**src/rtl/inst_fetch_unit_pkg.sv**
```systemverilog
// Shared FSM encoding, error causes, NOP word and RV32I opcode constants for the
// fetch unit, decoder and immediate generator.
package inst_fetch_unit_pkg;

  typedef enum logic [1:0] {
    ST_IDLE = 2'd0,
    ST_REQ  = 2'd1,
    ST_DONE = 2'd2,
    ST_ERR  = 2'd3
  } fetch_state_e;

  typedef logic [1:0] err_cause_t;

  localparam err_cause_t ERR_NONE     = 2'b00;
  localparam err_cause_t ERR_MISALIGN = 2'b01;
  localparam err_cause_t ERR_TIMEOUT  = 2'b10;

  localparam logic [31:0] NOP_INST = 32'h0000_0013;

  localparam logic [6:0] OPC_LUI    = 7'b0110111;
  localparam logic [6:0] OPC_AUIPC  = 7'b0010111;
  localparam logic [6:0] OPC_JAL    = 7'b1101111;
  localparam logic [6:0] OPC_JALR   = 7'b1100111;
  localparam logic [6:0] OPC_BRANCH = 7'b1100011;
  localparam logic [6:0] OPC_LOAD   = 7'b0000011;
  localparam logic [6:0] OPC_STORE  = 7'b0100011;
  localparam logic [6:0] OPC_OP_IMM = 7'b0010011;
  localparam logic [6:0] OPC_OP     = 7'b0110011;
  localparam logic [6:0] OPC_SYSTEM = 7'b1110011;

  function automatic logic word_aligned(input logic [31:0] addr);
    return addr[1:0] == 2'b00;
  endfunction

endpackage

```
**src/rtl/inst_fetch_unit_if.sv**
```systemverilog
// Instruction-memory read port: one outstanding word read, req held until ack.
interface inst_fetch_unit_if;
  logic        mem_req;
  logic [31:0] mem_addr;
  logic        mem_ack;
  logic [31:0] mem_rdata;

  modport master (output mem_req, output mem_addr, input mem_ack, input mem_rdata);
  modport slave  (input mem_req, input mem_addr, output mem_ack, output mem_rdata);
endinterface

```
**src/rtl/fetch_timeout_ctr.sv**
```systemverilog
// Counts cycles spent in REQ and flags the last permitted cycle; clears whenever
// the fetch FSM is outside REQ, so every request starts from zero.
module fetch_timeout_ctr #(
  parameter int TIMEOUT_CYCLES = 16,
  parameter int TCNT_W         = 5
) (
  input  logic clk,
  input  logic rst,
  input  logic run,
  output logic expired
);

  localparam logic [TCNT_W-1:0] LIMIT = TCNT_W'(TIMEOUT_CYCLES - 1);

  logic [TCNT_W-1:0] cnt_r;

  // Cycle counter for the current request.
  always_ff @(posedge clk or posedge rst) begin
    if (rst) begin
      cnt_r <= '0;
    end else if (run) begin
      cnt_r <= cnt_r + TCNT_W'(1);
    end else begin
      cnt_r <= '0;
    end
  end

  assign expired = run && (cnt_r == LIMIT);

endmodule

```
**src/rtl/inst_fetch_unit.sv**
```systemverilog
// Multicycle fetch stage: one req/ack word read per fetch_start, result held in the IR
// together with its PC. Build with FETCH_TIMEOUT_EN to abort requests that never ack.
module inst_fetch_unit
  import inst_fetch_unit_pkg::*;
#(
  parameter logic [31:0] RESET_IR       = NOP_INST,
  parameter int          TIMEOUT_CYCLES = 16,
  parameter int          TCNT_W         = 5
) (
  input  logic                     clk,
  input  logic                     rst,
  input  logic                     fetch_start,
  input  logic [31:0]              pc_in,
  inst_fetch_unit_if.master        mem,
  output logic [31:0]              ir_out,
  output logic [31:0]              old_pc,
  output logic                     ir_valid,
  output logic                     busy,
  output logic                     fetch_err,
  output logic [1:0]               err_cause
);

  fetch_state_e state_r;
  logic [31:0]  ir_r;
  logic [31:0]  old_pc_r;
  logic [31:0]  addr_r;
  logic         req_r;
  logic         ir_valid_r;
  logic         busy_r;
  logic         fetch_err_r;
  err_cause_t   err_cause_r;
  logic         tmo_expired_s;

`ifdef FETCH_TIMEOUT_EN
  fetch_timeout_ctr #(
    .TIMEOUT_CYCLES (TIMEOUT_CYCLES),
    .TCNT_W         (TCNT_W)
  ) u_timeout (
    .clk     (clk),
    .rst     (rst),
    .run     (state_r == ST_REQ),
    .expired (tmo_expired_s)
  );
`else
  logic unused_cfg_s;
  assign unused_cfg_s  = (TIMEOUT_CYCLES < 2) || (TCNT_W < 1);
  assign tmo_expired_s = 1'b0;
`endif

  // Fetch FSM; every output is a register so downstream stages see clean strobes.
  always_ff @(posedge clk or posedge rst) begin
    if (rst) begin
      state_r     <= ST_IDLE;
      ir_r        <= RESET_IR;
      old_pc_r    <= 32'h0000_0000;
      addr_r      <= 32'h0000_0000;
      req_r       <= 1'b0;
      ir_valid_r  <= 1'b0;
      busy_r      <= 1'b0;
      fetch_err_r <= 1'b0;
      err_cause_r <= ERR_NONE;
    end else begin
      ir_valid_r  <= 1'b0;
      fetch_err_r <= 1'b0;
      case (state_r)
        ST_IDLE: begin
          if (fetch_start) begin
            busy_r <= 1'b1;
            if (word_aligned(pc_in)) begin
              addr_r  <= pc_in;
              req_r   <= 1'b1;
              state_r <= ST_REQ;
            end else begin
              fetch_err_r <= 1'b1;
              err_cause_r <= ERR_MISALIGN;
              state_r     <= ST_ERR;
            end
          end else begin
            busy_r <= 1'b0;
          end
        end
        ST_REQ: begin
          // An ack on the final permitted cycle still completes the fetch.
          if (mem.mem_ack) begin
            ir_r       <= mem.mem_rdata;
            old_pc_r   <= addr_r;
            req_r      <= 1'b0;
            ir_valid_r <= 1'b1;
            state_r    <= ST_DONE;
          end else if (tmo_expired_s) begin
            req_r       <= 1'b0;
            fetch_err_r <= 1'b1;
            err_cause_r <= ERR_TIMEOUT;
            state_r     <= ST_ERR;
          end else begin
            req_r <= 1'b1;
          end
        end
        ST_DONE, ST_ERR: begin
          busy_r  <= 1'b0;
          state_r <= ST_IDLE;
        end
        default: begin
          req_r   <= 1'b0;
          busy_r  <= 1'b0;
          state_r <= ST_IDLE;
        end
      endcase
    end
  end

  assign mem.mem_req  = req_r;
  assign mem.mem_addr = addr_r;
  assign ir_out       = ir_r;
  assign old_pc       = old_pc_r;
  assign ir_valid     = ir_valid_r;
  assign busy         = busy_r;
  assign fetch_err    = fetch_err_r;
  assign err_cause    = err_cause_r;

endmodule

```
**src/flat_wrapper.sv**
```systemverilog
// flat-port wrapper written by rule: the top's interface ports become plain ports
module inst_fetch_unit_flat import inst_fetch_unit_pkg::*;
#(
  parameter logic [31:0] RESET_IR       = NOP_INST,
  parameter int          TIMEOUT_CYCLES = 16,
  parameter int          TCNT_W         = 5
)
  (clk, rst, fetch_start, pc_in, ir_out, old_pc, ir_valid, busy, fetch_err, err_cause, mem_mem_req, mem_mem_addr, mem_mem_ack, mem_mem_rdata);
  inst_fetch_unit_if mem_i ();
  input  logic clk;
  input  logic rst;
  input  logic fetch_start;
  input  logic [31:0] pc_in;
  output logic [31:0] ir_out;
  output logic [31:0] old_pc;
  output logic ir_valid;
  output logic busy;
  output logic fetch_err;
  output logic [1:0] err_cause;
  output wire logic [$bits(mem_i.mem_req)-1:0] mem_mem_req;
  output wire logic [$bits(mem_i.mem_addr)-1:0] mem_mem_addr;
  input wire logic [$bits(mem_i.mem_ack)-1:0] mem_mem_ack;
  input wire logic [$bits(mem_i.mem_rdata)-1:0] mem_mem_rdata;
  assign mem_mem_req = mem_i.mem_req;
  assign mem_mem_addr = mem_i.mem_addr;
  assign mem_i.mem_ack = mem_mem_ack;
  assign mem_i.mem_rdata = mem_mem_rdata;
  inst_fetch_unit #(.RESET_IR(RESET_IR), .TIMEOUT_CYCLES(TIMEOUT_CYCLES), .TCNT_W(TCNT_W)) u_core (.clk(clk), .rst(rst), .fetch_start(fetch_start), .pc_in(pc_in), .mem(mem_i), .ir_out(ir_out), .old_pc(old_pc), .ir_valid(ir_valid), .busy(busy), .fetch_err(fetch_err), .err_cause(err_cause));
endmodule
```
**config.mk**
```make
export PLATFORM = sky130hd
export DESIGN_NAME = inst_fetch_unit_flat
export DESIGN_NICKNAME = d
export VERILOG_FILES = /design/src/rtl/inst_fetch_unit_pkg.sv /design/src/rtl/inst_fetch_unit_if.sv /design/src/rtl/fetch_timeout_ctr.sv /design/src/rtl/inst_fetch_unit.sv /design/src/flat_wrapper.sv
export SDC_FILE = /design/constraint.sdc
export NUM_CORES = 1
export LEC_CHECK = 0
export CORE_MARGIN = 2
export CORE_UTILIZATION = 30
export DETAILED_ROUTE_END_ITERATION = 16
export DONT_BUFFER_PORTS = 1
export GPL_TIMING_DRIVEN = 0
export MAX_ROUTING_LAYER = met4
export PLACE_DENSITY = 0.46
export SLEW_MARGIN = 20
export SYNTH_ARGS = -nofsm -noshare
export SYNTH_HDL_FRONTEND = slang
export SYNTH_SLANG_ARGS = --single-unit
```
**constraint.sdc**
```tcl
create_clock -name clk -period 5.8 [get_ports clk]
set_clock_uncertainty 0.2 [all_clocks]
set_input_delay 0.87 -clock clk [delete_from_list [all_inputs] [get_ports clk]]
set_output_delay 0.87 -clock clk [all_outputs]
set_load 0.02 [all_outputs]
```
==> reports/qor.yml, run 1 <==
timing:
  slew_viol_final: 0
  min_period_ns: 2.10
  hold_violations: 0
  fin_crit_sh_pct: 36.2
  max_freq_mhz: 477
  setup_viol: 0
  finalWorstSetupSlack_ns: 3.70
  grt_setup_unrepaired: "false"
  final.setup.tns_ns: 0
clocking:
  ctsHoldBuffers: 0
  numCtsBuffers: 9
  clockBufferDepth: 2
  clkTransAtPathRegs_ns: 0.07
  cts_sinks: 103
  cts_resized: 0
  post_cts_buffers: 0
  cts_root_buf: "clkbuf_16"
  cts_tree: "done"
  cts.htree.levels: 3
  clk_latency_ns: 0.34
synth:
  syn-instance-count: 229
  synthesis.nets: 297
  synth_top_area_share_pct: 63.1
  synth_common_cells: "dfrtp_1 (100), mux2_2 (66), mux2_4 (28)"
  synthDistinctLibCells: 23
  async_flop_share_pct: 100
  ys.flop_type: "dfrtp_1"
  yosys-top-cells-area: "dfrtp_1 (63%), mux2_2 (19%), mux2_4 (11%), dfstp_2 (2.0%), buf_12 (1.0%)"
  synth_edf_count: 0
  ys_seq_area_share_pct: 65.0
  yosysTopAreaCell: "dfrtp_1"
  synthMostInstantiatedCell: "dfrtp_1"
  synth-simple-area-share_pct: 2.08
  synth_xor_area_share_pct: 0
  yosysWarnings: 0
  synth.area.mux_share_pct: 29.3
  syn_area_sq_mm: 0.00397
  ys_ff_latch: 103
  synthAdderAreaFrac_pct: 0
  synth_top_family_by_area: "multiplexers"
  synth_area_per_cell_sq_um: 17.3
  synth_compound_area_share_pct: 0.631
placement:
  place_ws_ns: 3.25
  dpl.hpwl_um: 5590
  gp_congestion: 0.668
  place_inst: 406
  io_buffer_count: 0
  place_area_sq_mm: 0.00422
setup_path:
  start_kind: "primary input"
  timing.rr.end: "u_core.ir_out[31]"
  cp.required_ns: 5.83
  regToRegSetupSlack_ns: 3.78
  worstSetupPathType: "primary input to flip-flop"
  cp-end-kind: "flip-flop"
  r2r_cells: 5
  crit_start: "mem_mem_ack"
  worstPathMaxFanout: 10
  rr_startpoint: "u_core.state_r[0]"
  crit_arrival_ns: 2.13
global_routing:
  met2_usage_pct: 15.6
  antenna_found_initial: 0
  met1_usage_pct: 14.9
  gr-total-overflow: 0
  gr-usage-met3_pct: 6.99
  grt_pass1_wl_um: 12400
  grt_max_degree: 53
  grt_pass1_vias: 2091
  grt-busiest-layer: "met2"
  grt_usage_pct: 11.9
finish:
  postLayoutCellArea_sq_mm: 0.00455
  syn_to_final_growth_pct: 14.6
  finalNonFillerCells: 422
  final_layout_size_suffix_gt1_share_pct: 52.0
  diodes: 0
  layout.nets: 309
floorplan:
  start_util_pct: 30.3
  io_pins: 170
  core-area_sq_mm: 0.0131
  die_area_sq_mm: 0.0142
  fp-row-count: 42
  dieWidth_um: 119
  die_height_um: 119
worst_hold_path:
  hp-class: "primary input to asynchronous set/reset pin"
routing:
  vias: 1969
  vias_per_cell: 4.67
  drt_first_pass_iters: 4
  ant_nets: 0
  wirelength_um: 7970
  drt-initial-drc-count: 42
  wl_per_cell_um: 18.9
  drc_errors: 0
power_and_ir_drop:
  leakagePower_nw: 2.06
  power_density_mw_per_mm2: 658
  ir_drop_mv: 0.228
run_status:
  status: "finished, final reports clean"
job:
  cap_violations: 0
through the flow:
stage,hold slack [ns],utilization (%),total power [mW]
after floorplan,0.290,-,2.19
after global placement,0.327,32.0,2.35
after detailed placement,0.343,32.3,2.37
after CTS,0.220,34.7,3.04
after global routing,0.231,34.7,3.15
final,0.210,34.7,2.99
how the worst max path moves through the flow:
stage | endpoint | slack [ns] | cells after the start
final | u_core.ir_out[31] | 3.70 | 5
after global routing | u_core.old_pc[26] | 3.53 | 5
after CTS | u_core.ir_out[31] | 3.63 | 5
after detailed placement | u_core.ir_out[31] | 3.25 | 5
after global placement | u_core.mem.mem_addr[1] | 0.92 | 1
after floorplan | u_core.busy | 2.03 | 1
area by class of cell:
type                    instances  area [sq um]
well taps                     176           220
repair buffers                  1          27.5
inverters                       1          8.76
clock buffers                  13           260
multi-input cells             113          1270
clock inverters                 3          65.1
flip-flops and latches        103          2580
fillers                      1256          8540
plain buffers                  12           109
routing by layer:
layer  wire length (um)  share of wire (%)
met1               3520                 44
met2               3350                 42
met3                982                 12
met4                119                1.5
met5                  0                  0
where the power goes:
part / switching (mW) / total [mW] / internal [mW] / leakage, nW
logic: 0.178 / 0.573 / 0.394 / 0.662
clock network: 0.252 / 0.654 / 0.401 / 0.160
registers: 0.697 / 1.77 / 1.07 / 1.24
logic make-up after synthesis:
family          after synthesis
simple gates                 14
buf+inv                      13
mux                          94
compound gates                4
flops                       103
other cells                   1
state kept, by name, indices dropped and copies added, names as in the netlist, 2 cells and up:
name and count:
u_core.old_pc 32, u_core.state_r 2, u_core.ir_out 32, u_core.mem.mem_addr 32
cell usage in the layout, fill, tap and decap left out:
master and instances:
mux2_4 28, inv_6 1, clkbuf_1 2, nor2_1 4
and2_1 2, buf_2 7, nor3_1 2, dfrtp_1 100
a21oi_1 1, or4_4 1, or2_2 1, dfstp_2 3
clkinv_2 1, o21a_1 1, a211oi_1 1, bufinv_16 2
buf_16 1, nand2_1 2, mux2_2 66, conb_1 1
buf_12 2, buf_8 1, clkbuf_8 2, nor2b_1 1
o21ai_0 1, buf_6 1, buf_4 1, clkbuf_16 9
nand2b_4 1
critical path, stage by stage:
cell and delay, ns:
nand2_1 0.06, nor2_1 0.16, buf_2 0.30, buf_2 0.35, mux2_2 0.38
Note: power is estimated with default switching activity, not from simulation.
==> run 2: changes to the inputs <==
- clock period: 5.8 -> 2.15 ns (I/O delays scaled with it)
==> reports/qor.yml, run 2 (synthesis results as in run 1) <==
setup_path:
  crit_end: "u_core.old_pc[18]"
  cp-end-kind: "flip-flop"
  start_kind: "primary input"
  regToRegSetupSlack_ns: 0.19
  cp_cell_sequence: "dlygate4sd3_1, nand2_1, nor2_1, clkbuf_4, buf_2, mux2_2"
  timing.rr.end: "u_core.old_pc[18]"
  crit_start: "mem_mem_ack"
  crit_slowest_cell: "dlygate4sd3_1"
  crit_arrival_ns: 2.05
  worstSetupPathType: "primary input to flip-flop"
  worstPathMaxFanout: 10
  r2r_cells: 5
  cp.required_ns: 2.17
  rr_startpoint: "u_core.state_r[0]"
  slowest_delay_ns: 0.53
clocking:
  cts_root_buf: "clkbuf_16"
  cts_sinks: 103
  post_cts_buffers: 0
  clockBufferDepth: 2
  clkTransAtPathRegs_ns: 0.06
  cts_tree: "done"
  cts.htree.levels: 3
  numCtsBuffers: 9
  clk_latency_ns: 0.34
global_routing:
  grt_pass1_vias: 2406
  antenna_found_initial: 0
  grt_max_degree: 34
  met2_usage_pct: 18.8
  gr-total-overflow: 0
  met1_usage_pct: 15.0
  gr-usage-met3_pct: 5.36
  grt_usage_pct: 12.8
  grt_pass1_wl_um: 13400
  grt-busiest-layer: "met2"
placement:
  gp_congestion: 0.660
  dpl.hpwl_um: 5700
  place_ws_ns: 0.0914
  place_inst: 408
  io_buffer_count: 0
timing:
  setup_viol: 0
  finalWorstSetupSlack_ns: 0.121
  fin_crit_sh_pct: 94.4
  grt_setup_unrepaired: "false"
  max-slew-margin-rel_pct: 61.0
  max_freq_mhz: 493
  min_period_ns: 2.03
  slew_viol_final: 0
  hold_violations: 0
  whs_ns: 0.0383
  worst_pin_slew_ns: 0.584
  final.setup.tns_ns: 0
run_status:
  status: "finished, final reports clean"
power_and_ir_drop:
  total_power_mw: 7.96
  leakagePower_nw: 2.32
  power_density_mw_per_mm2: 1530
  ir_drop_mv: 0.747
floorplan:
  io_pins: 170
  core-area_sq_mm: 0.0131
  dieWidth_um: 119
  die_area_sq_mm: 0.0142
  die_height_um: 119
  start_util_pct: 30.3
  fp-row-count: 42
finish:
  final_cell_mix: "dfrtp_1 (100), mux2_2 (66), dlygate4sd3_1 (65), mux2_4 (28), clkbuf_16 (9)"
  final_common_cell: "dfrtp_1"
  diodes: 0
  final_layout_size_suffix_gt1_share_pct: 41.0
  finalNonFillerCells: 488
  syn_to_final_growth_pct: 30.9
  layout.nets: 376
routing:
  ant_nets: 0
  drt_first_pass_iters: 3
  drc_errors: 0
  vias: 2157
  wl_per_cell_um: 17.1
  vias_per_cell: 4.42
  drt-initial-drc-count: 32
  wirelength_um: 8370
worst_hold_path:
  hp-class: "primary input to flip-flop"
job:
  cap_violations: 0
==> run 2: cell count changes in the layout (fill, tap and decap cells not counted) <==
cell           before  now
buf_12              2    4
buf_2               7    5
bufinv_16           2    0
clkbuf_1            2    3
clkbuf_4            0    2
clkbuf_8            2    3
clkinv_2            1    0
clkinvlp_4          0    1
dlygate4sd3_1       0   65
inv_6               1    0
==> run 2: metal layers <==
metal / part of all wire (%) / vias to the layer above
met5: 0 / -
met4: 2.4 / 0
met3: 10 / 14
met2: 45 / 114
met1: 42 / 1081
li1: - / 948
==> run 2: what timing repair did <==
| action | 4_1_cts | 5_1_grt |
|---|---|---|
| hold buffers | 65 | 0 |
| setup endpoints to repair | 0 | 40 |
| gates resized for setup | 0 | 2 |
| endpoints found under the hold margin | 86 | 0 |
==> run 2: layout make-up <==
type,instances,area [sq um]
fillers,1230,7890
flip-flops and latches,103,2580
multi-input cells,113,1270
repair buffers,68,718
clock buffers,15,278
well taps,176,220
plain buffers,12,114
inverters,1,7.51
==> run 2: worst max-delay path: cells and delay by family <==
kind          cells  cell delay, ns
buf+inv           3            1.11
simple gates      2            0.24
mux               1            0.37
==> run 2: worst min-delay path by stage <==
stage | startpoint | end | cells past startpoint
CTS | fetch_start | u_core.mem.mem_req | 2
global route | fetch_start | u_core.mem.mem_req | 2
global placement | pc_in[7] | u_core.mem.mem_addr[7] | 1
detailed placement | rst | u_core.ir_out[23] | 1
finish | fetch_start | u_core.mem.mem_req | 2
floorplan | fetch_start | u_core.fetch_err | 2
==> run 2: report_power, final <==
part | switching, mW | internal, mW | total (mW)
clock | 0.658 | 0.876 | 1.53
sequential | 1.87 | 2.88 | 4.76
combinational | 0.520 | 1.16 | 1.67
==> run 2: metrics by stage <==
stage | cell area, sq um | utilization [%]
after CTS | 5190 | 39.7
after global placement | 4190 | 32.0
after global routing | 5190 | 39.7
after floorplan | 3970 | -
after detailed placement | 4260 | 32.6
final | 5190 | 39.7
==> run 3: changes to the inputs <==
- CAP_MARGIN: unset -> 20
==> reports/qor.yml, run 3 (synthesis results as in run 1) <==
floorplan:
  start_util_pct: 30.3
  fp-row-count: 42
  core-area_sq_mm: 0.0131
  io_pins: 170
  dieWidth_um: 119
  die_area_sq_mm: 0.0142
  die_height_um: 119
run_status:
  status: "finished, final reports clean"
worst_hold_path:
  hp-class: "primary input to flip-flop"
timing:
  finalWorstSetupSlack_ns: 0.121
  fin_crit_sh_pct: 94.4
  final.setup.tns_ns: 0
  grt_setup_unrepaired: "false"
  min_period_ns: 2.03
  worst_pin_slew_ns: 0.584
  hold_violations: 0
  max_freq_mhz: 493
  max-slew-margin-rel_pct: 61.0
  slew_viol_final: 0
  whs_ns: 0.0383
  setup_viol: 0
clocking:
  cts_tree: "done"
  post_cts_buffers: 0
  clockBufferDepth: 2
  clkTransAtPathRegs_ns: 0.06
  cts_sinks: 103
  cts_root_buf: "clkbuf_16"
  clk_latency_ns: 0.34
  cts.htree.levels: 3
  numCtsBuffers: 9
placement:
  gp_congestion: 0.660
  io_buffer_count: 0
  dpl.hpwl_um: 5700
  place_inst: 408
  place_ws_ns: 0.0914
setup_path:
  crit_arrival_ns: 2.05
  start_kind: "primary input"
  worstPathMaxFanout: 10
  cp.required_ns: 2.17
  cp-end-kind: "flip-flop"
  regToRegSetupSlack_ns: 0.19
  worstSetupPathType: "primary input to flip-flop"
routing:
  drc_errors: 0
  wl_per_cell_um: 17.1
  ant_nets: 0
  vias: 2157
  vias_per_cell: 4.42
  drt-initial-drc-count: 32
  drt_first_pass_iters: 3
  wirelength_um: 8370
global_routing:
  grt_pass1_vias: 2406
  grt_max_degree: 34
  grt_usage_pct: 12.8
  grt_pass1_wl_um: 13400
  antenna_found_initial: 0
  gr-total-overflow: 0
finish:
  finish.utilization_pct: 39.7
  final_common_cell: "dfrtp_1"
  final_cell_mix: "dfrtp_1 (100), mux2_2 (66), dlygate4sd3_1 (65), mux2_4 (28), clkbuf_16 (9)"
  syn_to_final_growth_pct: 30.9
  final_layout_size_suffix_gt1_share_pct: 41.0
  finalNonFillerCells: 488
  diodes: 0
  layout.nets: 376
power_and_ir_drop:
  ir_drop_mv: 0.747
  power_density_mw_per_mm2: 1530
  leakagePower_nw: 2.32
job:
  cap_violations: 0
## run 3: cell counts in the layout (fill, tap and decap cells not counted)
No cell type changed its count.
## run 3: final timing paths
kind,end,from,cells past startpoint
max in group asynchronous,u_core.mem.mem_addr[18],rst,4
min in group asynchronous,u_core.ir_out[14],rst,2
setup reg to reg,u_core.old_pc[18],u_core.state_r[0],5
setup / recovery,u_core.old_pc[18],mem_mem_ack,6
hold / removal,u_core.mem.mem_req,fetch_start,2
hold reg to reg,u_core.state_r[0],u_core.state_r[1],1
## run 3: cell type report
| class | count | area (sq um) |
|---|---|---|
| flip-flops and latches | 103 | 2580 |
| repair buffers | 68 | 718 |
| multi-input cells | 113 | 1270 |
| fillers | 1230 | 7890 |
| well taps | 176 | 220 |
| plain buffers | 12 | 114 |
| inverters | 1 | 7.51 |
| clock buffers | 15 | 278 |
## run 3: repair_timing
item | 4_1_cts | 5_1_grt
hold endpoints to repair | 86 | 0
endpoints found under the setup margin | 0 | 40
resized for setup | 0 | 2
hold buffers | 65 | 0
## run 3: power breakdown
part	leakage [nW]	total [mW]	internal, mW	switching [mW]
sequential	1.24	4.76	2.88	1.87
clock	0.136	1.53	0.876	0.658
combinational	0.947	1.67	1.16	0.520
total	2.32	7.96	4.91	3.05
## run 3: stage by stage
step                      area, sq um  power [mW]
after floorplan                  3970        5.92
after global placement           4190        6.33
after detailed placement         4260        6.39
after CTS                        5190        8.08
after global routing             5190        8.41
final                            5190        7.96
## run 3: metal layers
| metal | up-vias | global-route usage [%] | part of all wire [%] |
|---|---|---|---|
| met5 | - | - | 0 |
| met4 | 0 | 6.47 | 2.4 |
| met3 | 14 | 5.36 | 10 |
| met2 | 114 | 18.8 | 45 |
| met1 | 1081 | 15.0 | 42 |
| li1 | 948 | - | - |
## run 3: critical path, stage by stage
cell and delay (ns):
dlygate4sd3_1 0.53, nand2_1 0.09, nor2_1 0.15, clkbuf_4 0.28
buf_2 0.30, mux2_2 0.37
